[config.mk]
export PLATFORM = sky130hd
export DESIGN_NAME = key_event_queue
export DESIGN_NICKNAME = d
export VERILOG_FILES = /design/src/rtl/key_event_queue.sv
export SDC_FILE = /design/constraint.sdc
export NUM_CORES = 1
export LEC_CHECK = 0
export BUFFER_PORTS_ARGS = -buffer_cell sky130_fd_sc_hd__buf_2
export CORE_MARGIN = 2
export CORE_UTILIZATION = 40
export CTS_BUF_LIST = sky130_fd_sc_hd__clkbuf_4
export DETAILED_ROUTE_END_ITERATION = 7
export PLACE_DENSITY_LB_ADDON = 0.3
export SLEW_MARGIN = 0
export SYNTH_ARGS = -nofsm -noshare
export SYNTH_HDL_FRONTEND = slang
export SYNTH_SLANG_ARGS = --single-unit
[constraint.sdc]
create_clock -name clk_i -period 3.6 [get_ports clk_i]
set_input_delay 0.18 -clock clk_i [delete_from_list [all_inputs] [get_ports clk_i]]
set_output_delay 0.18 -clock clk_i [all_outputs]
set_load 0.01 [all_outputs]
[src/rtl/key_event_queue.sv]
// key_event_queue: round-robin key change scanner feeding a first-word-fall-through event FIFO
// Ports: clk_i/rst_n_i clock and async active-low reset; keys_i debounced levels (1 = pressed);
// evt_valid_o/evt_ready_i/evt_data_o head event handshake, data = {pressed, key index};
// evt_count_o queued entries; overflow_o sticky deferred-change flag, cleared by overflow_clr_i.
module key_event_queue #(
  parameter int KEYS = 61,
  parameter int IDX_W = 6,
  parameter int DEPTH = 16
) (
  input  logic                         clk_i,
  input  logic                         rst_n_i,
  input  logic [KEYS-1:0]              keys_i,
  output logic                         evt_valid_o,
  input  logic                         evt_ready_i,
  output logic [IDX_W:0]               evt_data_o,
  output logic [$clog2(DEPTH+1)-1:0]   evt_count_o,
  output logic                         overflow_o,
  input  logic                         overflow_clr_i
);
  localparam int PW = $clog2(DEPTH);
  localparam int CW = $clog2(DEPTH + 1);
  typedef enum logic {PRIME, SCAN} state_t;
  state_t state;
  logic [KEYS-1:0] reported;
  logic [IDX_W-1:0] idx;
  logic [IDX_W:0] mem [DEPTH];
  logic [PW-1:0] wr_ptr, rd_ptr;
  logic full, chg, push, pop;
  assign full = evt_count_o == CW'(DEPTH);
  assign chg = state == SCAN && keys_i[idx] != reported[idx];
  assign push = chg && !full;
  assign evt_valid_o = evt_count_o != '0;
  assign pop = evt_valid_o && evt_ready_i;
  assign evt_data_o = mem[rd_ptr];
  always_ff @(posedge clk_i or negedge rst_n_i)
    if (!rst_n_i) begin
      state <= PRIME;
      reported <= '0;
      idx <= '0;
      wr_ptr <= '0;
      rd_ptr <= '0;
      evt_count_o <= '0;
      overflow_o <= 1'b0;
      for (int i = 0; i < DEPTH; i++) mem[i] <= '0;
    end else begin
      state <= SCAN;
      // first cycle after reset adopts current levels so held keys never report
      if (state == PRIME) reported <= keys_i;
      else begin
        idx <= idx == IDX_W'(KEYS - 1) ? '0 : idx + 1'b1;
        // a change blocked by a full FIFO leaves reported[] stale, so it is retried next pass
        if (push) reported[idx] <= keys_i[idx];
      end
      if (push) begin
        mem[wr_ptr] <= {keys_i[idx], idx};
        wr_ptr <= wr_ptr + 1'b1;
      end
      if (pop) rd_ptr <= rd_ptr + 1'b1;
      evt_count_o <= evt_count_o + CW'(push) - CW'(pop);
      overflow_o <= (chg && full) || (overflow_o && !overflow_clr_i);
    end
endmodule
; ---- After elaboration in Yosys (flattened, before gate mapping)
; Cells that the tools add are included.
; W data, S select, Z words.
[totals]
out_inout_bits = 14
regBits = 194
wordCells = 66
[classes]
bitwise_logic = 2
muxes = 16
n_addsub = 5
n_reduce_logical = 11
order_cmp = 5
n_eq_ne = 4
[op_table]
columns = op, count
row1 = $mux W61, 2
row2 = $bwmux W112, 1
row3 = $bwmux W61, 1
row4 = $bmux W7 S4, 1
row5 = $demux W7 S4, 1
row6 = $mux W7, 3
row7 = $bmux W1 S6, 2
row8 = $ge A5 B5 Y1 const B, 2
row9 = $not A4 Y5, 2
row10 = $add A4 B1 Y4 const B, 2
row11 = $logic_and A1 B1 Y1, 7
row12 = $lt A6 B7 Y1 const B, 1
row13 = $add A6 B1 Y6 const B, 1
row14 = $demux W1 S6, 1
row15 = $eq A6 B6 Y1 const B, 1
row16 = $ge A6 B1 Y1 const B, 1
row17 = $mux W6, 1
row18 = $add A5 B1 Y5, 1
row19 = $eq A5 B5 Y1 const B, 1
row20 = $lt A5 B1 Y1 const B, 1
row21 = $reduce_bool A5 Y1, 1
row22 = $sub A5 B1 Y5, 1
row23 = $mux W1, 3
row24 = $logic_not A1 Y1, 2
row25 = 3 further kinds, 3

; ---- Depth between registers and ports, before layout
; Gate-level depths: netlist (run 1).
[logic_depth]
depth_word = 7
depth_mapped = 20
ltp_nobuf = 16

; ---- Worst setup path after synthesis (run 1)
; Ideal clock, no wire load.
[synth_timing]
kind = register to register
from = reg idx[0]
to = reg evt_count_o[4]
path_stages_with_launch = 21
setup_slack_ns = -0.375
required_time_ns = 3.477
path_buffers = 4
setup_ns = 0.123
arrival_time_ns = 3.852
cell_sequence = dfrtp_1 -> buf_4 -> buf_4 -> buf_2 -> and3_1 -> a211oi_1 -> o22a_1 -> o22ai_1 -> nor4_2 -> xnor2_2 -> buf_2 -> nor3_2 -> inv_1 -> ha_1 -> inv_1 -> ha_1 -> fa_1 -> a21oi_1 -> nor2_1 -> nor2_1 -> xnor2_1
[synth_via]
elab_chain_cells = 7
word_cells_on_any_way = 9
cone_classes = 2 x add/sub / 1 x eq/ne / 4 x mux / 2 x reduce/logical
[synth_rtl]
columns = item, line_no
row1 = "start, declared", 25  ; logic [IDX_W-1:0] idx;
row2 = "start signal, assigned", 50  ; idx <= idx == IDX_W'(KEYS - 1) ? '0 : idx + 1'b1;
row3 = $bmux W1 S6, 30  ; assign chg = state == SCAN && keys_i[idx] != reported[idx];
row4 = $mux W1 (not written as such), 30
row5 = $ne A1 B1 Y1 *, 30
row6 = $logic_and A1 B1 Y1 *, 30
row7 = $logic_and A1 B1 Y1 *, 31  ; assign push = chg && !full;
row8 = $add A5 B1 Y5 *, 59  ; evt_count_o <= evt_count_o + CW'(push) - CW'(pop);
row9 = $sub A5 B1 Y5 *, 59
row10 = "end signal, assigned", 59
row11 = "end, declared", 16  ; output logic [$clog2(DEPTH+1)-1:0] evt_count_o,
; Every way passes the cells marked *; elsewhere a longest branch is shown, timed or not. The select of a mux whose other input is x is not followed.
; A chain may end at the register's enable or synchronous reset.

; ---- Final worst setup path (run 1)
; Same ends and word-level chain as after synthesis.

==> results.yml, run 1 <==
outcome:
  status: "complete, but fails checks"
  violations: "negative setup slack"
yosys:
  postSynth.asyncResetShare: 1.00
  syn_area_per_cell_um2: 11.0
  synth_edf_count: 0
  dominantRegCellSynth: "dfrtp_1"
  synth_cell_types: 66
  yosys_warnings: 0
  ys_ff_latch: 194
  syn_inst: 986
  syn-cell-area_mm2: 0.0109
  syn_nets: 1065
  yosysSeqAreaShare: 0.446
timing:
  finalHoldViolations: 0
  setup_viol: 21
  slew_viol_final: 0
  worst_pin_slew_ps: 838
  timing.final.ws_setup_ps: -196
  post-route-period-util: 1.05
  skew_ps: 36.7
  fin_crit_ps: 3800
  relSlewSlack: 0.441
  rsz0062_at_grt: "yes"
  holdWs_ps: 156
  tns_ps: -611
  fmax_mhz: 263
routing:
  first_iter_violations: 885
  detail-route-antenna-nets: 0
  vias: 9145
  via_per_inst: 6.06
  dr.pass1.iters: 5
  wire_per_inst_um: 23.1
  finalWirelength_um: 34800
  drc: 0
power:
  power.density_mw_per_mm2: 808
  vdd_drop_max_mv: 0.965
  finalPower_mw: 10.7
  power.share.clock: 0.129
  p_sw_frac: 0.472
  power_frac_seq: 0.308
  power_leakage_nw: 5.65
  switchingPower_mw: 5.07
  p_int_mw: 5.67
  combPwrFrac: 0.562
cells_and_area:
  final_nets: 1232
  final_cell_mix: "dfrtp_1 (189), mux2_2 (106), buf_4 (86)"
  layout_commonest_cell: "dfrtp_1"
  fin_area_mm2: 0.0133
  syn_to_final_growth_pct: 22.1
  drive_above_1_share: 0.344
critical_path:
  critPathMaxFanout: 4
  cp-start-kind: "flip-flop"
  cp.arrival_ps: 4360
  cp-end-kind: "flip-flop"
  worstSetupPathType: "reg -> reg"
  cp.required_ps: 4160
die:
  start_util: 0.406
  die_y_um: 169
  rows: 60
  dieArea_mm2: 0.0285
  die_width_um: 169
  io_pins: 79
  core-area_mm2: 0.0268
clock_network:
  cts_buffers: 17
  cts_tree: "yes"
  clockBufferDepth: 2
  cts_root_buf: "clkbuf_4"
  clk_pin_slew_ps: 210
  clock_latency_ps: 620
  htree_levels: 4
  cts_num_sinks: 194
global_route:
  met3_usage: 0.0402
  grt_usage: 0.249
  grt_pass1_wl_um: 54000
  grtUsageMet1: 0.382
  antenna_found_initial: 1
  use_met2: 0.363
  globalRouteOverflowTotal: 0
  grt_max_degree: 97
  top_usage_layer: "met1"
  grt_pass1_vias: 8872
placed_design:
  pre_cts_ws_ps: -235
  place_congestion: 0.963
  hpwl_um: 24400
  place_area_mm2: 0.0121
  place.port_buffers: 78
run:
  maxCapViolCount: 0
hold_path:
  worstHoldPathType: "in -> async"
==> routing by layer <==
metal  vias up  wire length, µm
met5         -                0
met4         0              651
met3        47             3110
met2       455            15200
met1      4606            15800
li1       4037                -
==> synthesized netlist by cell type, types with 4 or more instances <==
library cell / count / area share
nand2b_1: 5 / 0.0029
nor3_1: 4 / 0.0018
a221oi_1: 15 / 0.012
nand3_1: 33 / 0.015
a22o_1: 4 / 0.0032
nor4_1: 24 / 0.014
o211ai_1: 14 / 0.0097
mux2_2: 107 / 0.11
o21a_1: 16 / 0.011
and3_1: 5 / 0.0029
nand2_1: 76 / 0.026
inv_1: 24 / 0.0083
nand4_1: 7 / 0.0040
a21oi_1: 21 / 0.0097
o311ai_0: 9 / 0.0072
a31oi_1: 16 / 0.0092
buf_4: 4 / 0.0028
mux4_2: 45 / 0.093
nor2_1: 63 / 0.022
a22oi_1: 8 / 0.0055
ha_1: 13 / 0.015
xnor2_1: 5 / 0.0040
xor2_1: 5 / 0.0040
dfrtp_1: 194 / 0.45
nor2_4: 11 / 0.011
o22ai_1: 4 / 0.0023
mux2i_1: 11 / 0.010
o221ai_1: 34 / 0.027
nor2b_1: 8 / 0.0046
clkbuf_1: 65 / 0.022
or4_1: 4 / 0.0028
buf_1: 12 / 0.0041
buf_2: 7 / 0.0032
o21ai_0: 61 / 0.028
nand3b_1: 6 / 0.0041
and2_1: 4 / 0.0023
==> per-stage QoR <==
step,instances,utilization
floorplan,986,-
global placement,1406,0.453
detailed placement,1406,0.453
CTS,1503,0.491
global route,1508,0.496
finish,1508,0.496
==> power by group through the flow <==
stage	logic [mW]	clock network, mW	registers (mW)
final	6.04	1.39	3.31
after global routing	6.47	1.49	3.39
after CTS	5.81	1.41	3.29
after global placement	5.66	0	3.32
after floorplan	4.05	0	3.07
after detailed placement	5.71	0	3.34
==> critical path, cell delays in order (launching register included) <==
cell and delay (ps):
dfrtp_2 490, buf_12 140, mux4_2 490, mux2_4 270
a32oi_2 180, o211ai_1 120, buf_4 170, a2111oi_4 170
buf_4 190, xnor2_4 80, nor3_4 150, inv_2 80
ha_4 260, inv_2 40, ha_4 150, fa_2 340
a21oi_1 160, nor2_1 50, nor2_1 110, xnor2_1 130
==> repair_timing <==
item,4_1_cts,5_1_grt
pin swaps,0,3
endpoints found under the setup margin,32,152
gates cloned,0,1
hold buffers,64,0
hold endpoints to repair,156,0
setup buffers,1,3
resized for setup,1,17
==> worst paths after layout <==
| kind | from | to | slack (ps) | depth (start not counted) |
|---|---|---|---|---|
| setup / recovery | idx[0] | evt_count_o[4] | -200 | 19 |
| hold / removal | rst_n_i | reported[50] | 160 | 2 |
| setup reg to reg | idx[0] | evt_count_o[4] | -200 | 19 |
| hold reg to reg | mem[53] | mem[53] | 530 | 1 |
| max in group asynchronous | rst_n_i | wr_ptr[2] | 2490 | 3 |
| min in group clk_i | overflow_clr_i | overflow_o | 270 | 3 |
==> registers in the layout, indices dropped and copies added (netlist names) <==
signal / count
evt_count_o: 5
idx: 6
mem: 112
overflow_o: 1
rd_ptr: 4
reported: 61
state: 1
wr_ptr: 4
==> layout make-up <==
type	instances	area [µm²]
repair buffers	238	1870
well taps	341	427
multi-input cells	677	5670
clock inverters	15	230
flip-flops and latches	194	4860
clock buffers	17	128
fillers	2359	13500
inverters	25	93.8
diodes	1	2.50
==> kinds of logic (layout without fill, tap and decap cells) <==
kind of cell	after synthesis	in the layout	synth area share
flops	194	194	0.446
buf+inv	115	295	0.0432
compound gates	224	224	0.145
xor+xnor	11	11	0.00955
fa+ha+maj	14	14	0.0168
simple gates	264	264	0.125
other cells	1	2	0.000345
mux	163	163	0.214
Note: power is estimated with default switching activity, not from simulation.
==> inputs of run 2 (changes only) <==
--- a/config.mk
+++ b/config.mk
@@ -6,7 +6,7 @@
 export NUM_CORES = 1
 export LEC_CHECK = 0
 export BUFFER_PORTS_ARGS = -buffer_cell sky130_fd_sc_hd__buf_2
-export CORE_MARGIN = 2
+export CORE_MARGIN = 8
 export CORE_UTILIZATION = 40
 export CTS_BUF_LIST = sky130_fd_sc_hd__clkbuf_4
 export DETAILED_ROUTE_END_ITERATION = 7
==> run 2 against run 1 <==
  * The run still ends with negative setup slack left
  * Clock power is 11% lower
  * Fmax is 0.36% lower
  * Register-to-register slack hardly changed
  * Sequential share of layout area is 0.17 points higher
  * Non-clock buffer count is 4 lower
  * Via count is 0.55% lower
  * Largest power group unchanged
  * Largest cell class unchanged
  * Clock-buffer cell count stayed put
  * Wire length is 1.7% lower
  * Total power is 1.3% lower
  * Sequential power hardly changed
==> results.yml, run 2 (synthesis results as in run 1) <==
outcome:
  status: "complete, but fails checks"
  violations: "negative setup slack"
cells_and_area:
  largest_register: "mem"
  final_cell_mix: "dfrtp_1 (189), mux2_2 (106), buf_4 (81)"
  largest_register_ffs: 112
  finalCoreUtilization: 0.493
  final_nets: 1228
  drive_above_1_share: 0.345
  layout_commonest_cell: "dfrtp_1"
  top_regs: "mem (112), reported (61), idx (6)"
  syn_to_final_growth_pct: 21.5
placed_design:
  pre_cts_ws_ps: -327
  place_congestion: 0.976
  hpwl_um: 24100
  place.port_buffers: 78
die:
  die_width_um: 181
  start_util: 0.406
  die_y_um: 181
  io_pins: 79
  dieArea_mm2: 0.0327
  core-area_mm2: 0.0268
  rows: 60
global_route:
  grt_pass1_vias: 9028
  antenna_found_initial: 1
  globalRouteOverflowTotal: 0
  grt_usage: 0.210
  grt_pass1_wl_um: 54500
  grt_max_degree: 118
critical_path:
  critPathCapture: "evt_count_o[4]"
  setup.worst_path.start: "idx[0]"
  r2r-start: "idx[0]"
  worst-r2r-setup-slack_ps: -210
  cp-end-kind: "flip-flop"
  cp.required_ps: 4130
  cp-start-kind: "flip-flop"
  critPathMaxFanout: 4
  cp.arrival_ps: 4340
  worst_r2r_path_depth: 18
  r2r_end: "evt_count_o[4]"
  worstSetupPathType: "reg -> reg"
clock_network:
  cts_buffers: 17
  clk_pin_slew_ps: 210
  cts_root_buf: "clkbuf_4"
  cts_num_sinks: 194
  clock_latency_ps: 600
  cts_tree: "yes"
  clockBufferDepth: 2
  htree_levels: 4
timing:
  post-route-period-util: 1.06
  relSlewSlack: 0.337
  slew_viol_final: 0
  fmax_mhz: 263
  fin_crit_ps: 3810
  finalHoldViolations: 0
  rsz0062_at_grt: "yes"
  setup_viol: 27
  worst_pin_slew_ps: 995
  skew_ps: 32.9
  timing.final.ws_setup_ps: -209
routing:
  via_per_inst: 6.05
  detail-route-antenna-nets: 0
  finalWirelength_um: 34200
  vias: 9095
  dr.pass1.iters: 5
  wire_per_inst_um: 22.7
  first_iter_violations: 903
  drc: 0
run:
  maxCapViolCount: 0
hold_path:
  worstHoldPathType: "in -> async"
power:
  power.density_mw_per_mm2: 802
  vdd_drop_max_mv: 0.763
  power_leakage_nw: 5.63
[run 2: cell count changes in the layout (fill, tap and decap cells not counted), moves of 2 or more]
cell,change
clkinv_4,+2
buf_12,+2
inv_2,-2
ha_4,-2
nor2b_1,-2
inv_1,+2
a221oi_2,+2
buf_4,-5
inv_12,-4
nor2b_2,+2
a221oi_1,-2
[run 2: how the worst min path moves through the flow]
stage	startpoint	endpoint	slack, ps	cells past startpoint
2_1_floorplan	rst_n_i	evt_count_o[0]	-120	0
3_3_place_gp	overflow_clr_i	overflow_o	360	2
3_5_place_dp	overflow_clr_i	overflow_o	370	2
4_1_cts	overflow_clr_i	overflow_o	240	3
5_1_grt	overflow_clr_i	overflow_o	270	3
6_report	rst_n_i	reported[2]	250	2
[run 2: timing repair]
| item | 4_1_cts | 5_1_grt |
|---|---|---|
| hold endpoints to repair | 178 | 0 |
| buffers inserted | 8 | 0 |
| resized for setup | 15 | 8 |
| pin swaps | 6 | 2 |
| endpoints found under the setup margin | 131 | 151 |
| hold buffers | 64 | 0 |
[run 2: per-layer routing]
| metal | part of all wire | routed length, µm | up-vias | track usage |
|---|---|---|---|---|
| met5 | 0 | 0 | - | 0 |
| met4 | 0.020 | 677 | 0 | 0.0575 |
| met3 | 0.085 | 2900 | 51 | 0.0455 |
| met2 | 0.44 | 15000 | 405 | 0.310 |
| met1 | 0.46 | 15600 | 4598 | 0.306 |
| li1 | - | - | 4041 | - |
[run 2: through the flow]
step           TNS [ps]  area (µm²)  power, mW  hold WS (ps)  instances
4_1_cts            -639       13200       10.5           241       1504
5_1_grt           -8280       13200       11.2           268       1504
2_1_floorplan      -132       10900       7.12          -116        986
6_report          -1080       13200       10.6           250       1504
3_5_place_dp      -6740       12100       9.11           373       1400
3_3_place_gp      -1950       12100       9.04           364       1400
[run 2: cell type report]
cell class	instances	area [µm²]
clock buffers	17	128
clock inverters	15	188
flip-flops and latches	194	4860
inverters	25	93.8
multi-input cells	677	5670
diodes	1	2.50
repair buffers	234	1850
fillers	2385	13600
well taps	341	427
[run 2: worst max-delay path: stages (launching register included)]
cell	delay, ps
dfrtp_2	420
buf_6	140
mux4_2	530
mux2_4	270
a32oi_1	160
o211ai_1	220
a2111oi_4	330
buf_12	160
xnor2_4	80
nor3_4	130
inv_1	60
ha_1	270
inv_1	40
ha_2	180
fa_2	340
a21oi_1	150
nor2_1	50
nor2_1	110
xnor2_1	130
[run 2: power breakdown]
part / internal [mW] / total (mW) / switching, mW / leakage, nW
Clock: 0.330 / 1.24 / 0.909 / 0.159
Combinational: 2.54 / 6.08 / 3.54 / 3.06
Sequential: 2.78 / 3.28 / 0.499 / 2.41
Total: 5.64 / 10.6 / 4.95 / 5.63
==> inputs of run 3 (changes only) <==
--- a/config.mk
+++ b/config.mk
@@ -5,11 +5,11 @@
 export SDC_FILE = /design/constraint.sdc
 export NUM_CORES = 1
 export LEC_CHECK = 0
-export BUFFER_PORTS_ARGS = -buffer_cell sky130_fd_sc_hd__buf_2
 export CORE_MARGIN = 8
 export CORE_UTILIZATION = 40
 export CTS_BUF_LIST = sky130_fd_sc_hd__clkbuf_4
 export DETAILED_ROUTE_END_ITERATION = 7
+export DONT_BUFFER_PORTS = 1
 export PLACE_DENSITY_LB_ADDON = 0.3
 export SLEW_MARGIN = 0
 export SYNTH_ARGS = -nofsm -noshare
==> run 3 against run 2 <==
  * The flow finishes with violations (negative hold slack, negative setup slack)
  * Clock-buffer cell count unchanged
  * First-iteration DRC count up 7.3%
  * Sequential share of layout area is 1.4 points higher
  * Cell area down 3.6%
  * Clock skew up 5.6 ps
  * Largest power group unchanged
  * Fmax shrank 0.72%
  * Register-to-register slack worse by 30 ps
  * Utilization is 1.8 points lower
  * Wire length shrank 1.4%
==> results.yml, run 3 (synthesis results as in run 1) <==
timing:
  relSlewSlack: 0.276
  post-route-period-util: 1.07
  skew_ps: 38.5
  worst_pin_slew_ps: 1080
  holdWs_ps: -766
  rsz0062_at_grt: "yes"
  fin_crit_ps: 3840
  slew_viol_final: 0
  finalHoldViolations: 194
  fmax_mhz: 261
  timing.final.ws_setup_ps: -237
  setup_viol: 62
die:
  io_pins: 79
  die_y_um: 181
  rows: 60
  die_width_um: 181
  dieArea_mm2: 0.0327
  start_util: 0.406
  core-area_mm2: 0.0268
critical_path:
  path_cells: "buf_12, nor2b_1, a221oi_1, o22a_1, o22ai_1, nor4_4, buf_4, xnor2_4, nor3_4, inv_2, ha_4, inv_2, ha_4, fa_2, a21oi_2, nor2_1, nor2_1, xnor2_1"
  slowest_delay_ps: 540
  cp-end-kind: "flip-flop"
  worstSetupPathType: "reg -> reg"
  crit_buf_inv: 4
  critPathMaxFanout: 8
  cp.arrival_ps: 4350
  critical_path.top_delay_family: "simple AND/OR/NAND/NOR gates"
  cp-start-kind: "flip-flop"
  slowest_stage: "dfrtp_2"
  cp.required_ps: 4120
global_route:
  grtUsageMet1: 0.305
  grt_usage: 0.204
  grt_max_degree: 195
  use_met2: 0.292
  globalRouteOverflowTotal: 0
  met3_usage: 0.0465
  antenna_found_initial: 1
  grt_pass1_vias: 8416
  top_usage_layer: "met1"
  grt_pass1_wl_um: 52600
routing:
  dr.pass1.iters: 5
  via_per_inst: 6.19
  vias: 8787
  first_iter_violations: 969
  finalWirelength_um: 33700
  drc: 0
  wire_per_inst_um: 23.7
  detail-route-antenna-nets: 0
cells_and_area:
  largest_register: "mem"
  drive_above_1_share: 0.295
  syn_to_final_growth_pct: 17.2
  top_regs: "mem (112), reported (61), idx (6)"
  final_cell_mix: "dfrtp_1 (189), mux2_2 (106), buf_4 (79)"
  layout_commonest_cell: "dfrtp_1"
  finalCoreUtilization: 0.476
  layoutNonFillerInstCount: 1419
  final_nets: 1143
  largest_register_ffs: 112
clock_network:
  clockBufferDepth: 2
  cts_buffers: 17
  clock_latency_ps: 600
  hold_buffers: 63
  clk_pin_slew_ps: 210
  htree_levels: 4
  cts_root_buf: "clkbuf_4"
  cts_tree: "yes"
  cts_num_sinks: 194
power:
  power.density_mw_per_mm2: 814
  p_sw_frac: 0.471
  power_frac_seq: 0.320
  power_leakage_nw: 5.26
  combPwrFrac: 0.555
  finalPower_mw: 10.4
  p_int_mw: 5.49
  vdd_drop_max_mv: 0.997
  switchingPower_mw: 4.88
  power.share.clock: 0.124
outcome:
  violations: "negative hold slack, negative setup slack"
  status: "complete, but fails checks"
hold_path:
  worstHoldPathType: "in -> async"
placed_design:
  place.port_buffers: 0
  dp.cells: 1322
  place_congestion: 0.945
  hpwl_um: 23300
run:
  maxCapViolCount: 0
-- run 3: cell types whose count changed in the layout (fill, tap and decap cells not counted), moves of 3 or more --
cell / delta
inv_1: -3
inv_2: +3
buf_12: -3
buf_2: -77
-- run 3: final cells by class --
cell class | instances | area (µm²)
Clock buffer | 17 | 128
Inverter | 25 | 93.8
Fill cell | 2394 | 14100
Antenna cell | 1 | 2.50
Timing Repair Buffer | 149 | 1360
Multi-Input combinational cell | 677 | 5680
Clock inverter | 15 | 198
Sequential cell | 194 | 4860
Tap cell | 341 | 427
-- run 3: through the flow --
step	instance area, µm²	setup WS [ps]	hold slack, ps	setup TNS [ps]
3_5_place_dp	11700	-258	-111	-1030
2_1_floorplan	10900	-132	-116	-132
6_report	12700	-237	-766	-3760
5_1_grt	12700	-382	-846	-10040
3_3_place_gp	11700	-174	-110	-277
4_1_cts	12700	-236	-814	-1530
-- run 3: per-layer routing --
layer  routed length, µm  up-vias
li1                    -     3873
met1               15400     4454
met2               14600      421
met3                3260       39
met4                 429        0
met5                   0        -
-- run 3: path summary, 6_finish.rpt --
path | startpoint | to | slack, ps | cells after the start
max reg2reg | idx[0] | evt_count_o[4] | -240 | 18
min reg2reg | mem[2] | mem[2] | 530 | 1
max in group asynchronous | rst_n_i | idx[2] | 3960 | 0
max | idx[0] | evt_count_o[4] | -240 | 18
min in group clk_i | overflow_clr_i | overflow_o | 220 | 2
min | rst_n_i | reported[3] | -770 | 0
-- run 3: power groups by stage --
stage               Clock [mW]  Combinational (mW)  Sequential [mW]
floorplan                    0                4.05             3.07
global placement             0                5.41             3.34
detailed placement           0                5.46             3.36
CTS                       1.33                5.59             3.31
global route              1.41                6.10             3.41
finish                    1.29                5.76             3.32
-- run 3: timing repair --
action	in CTS	in global routing
hold endpoints to repair	258	194
gates resized for setup	7	17
setup endpoints to repair	47	153
buffers inserted	1	0
pin swaps	0	3
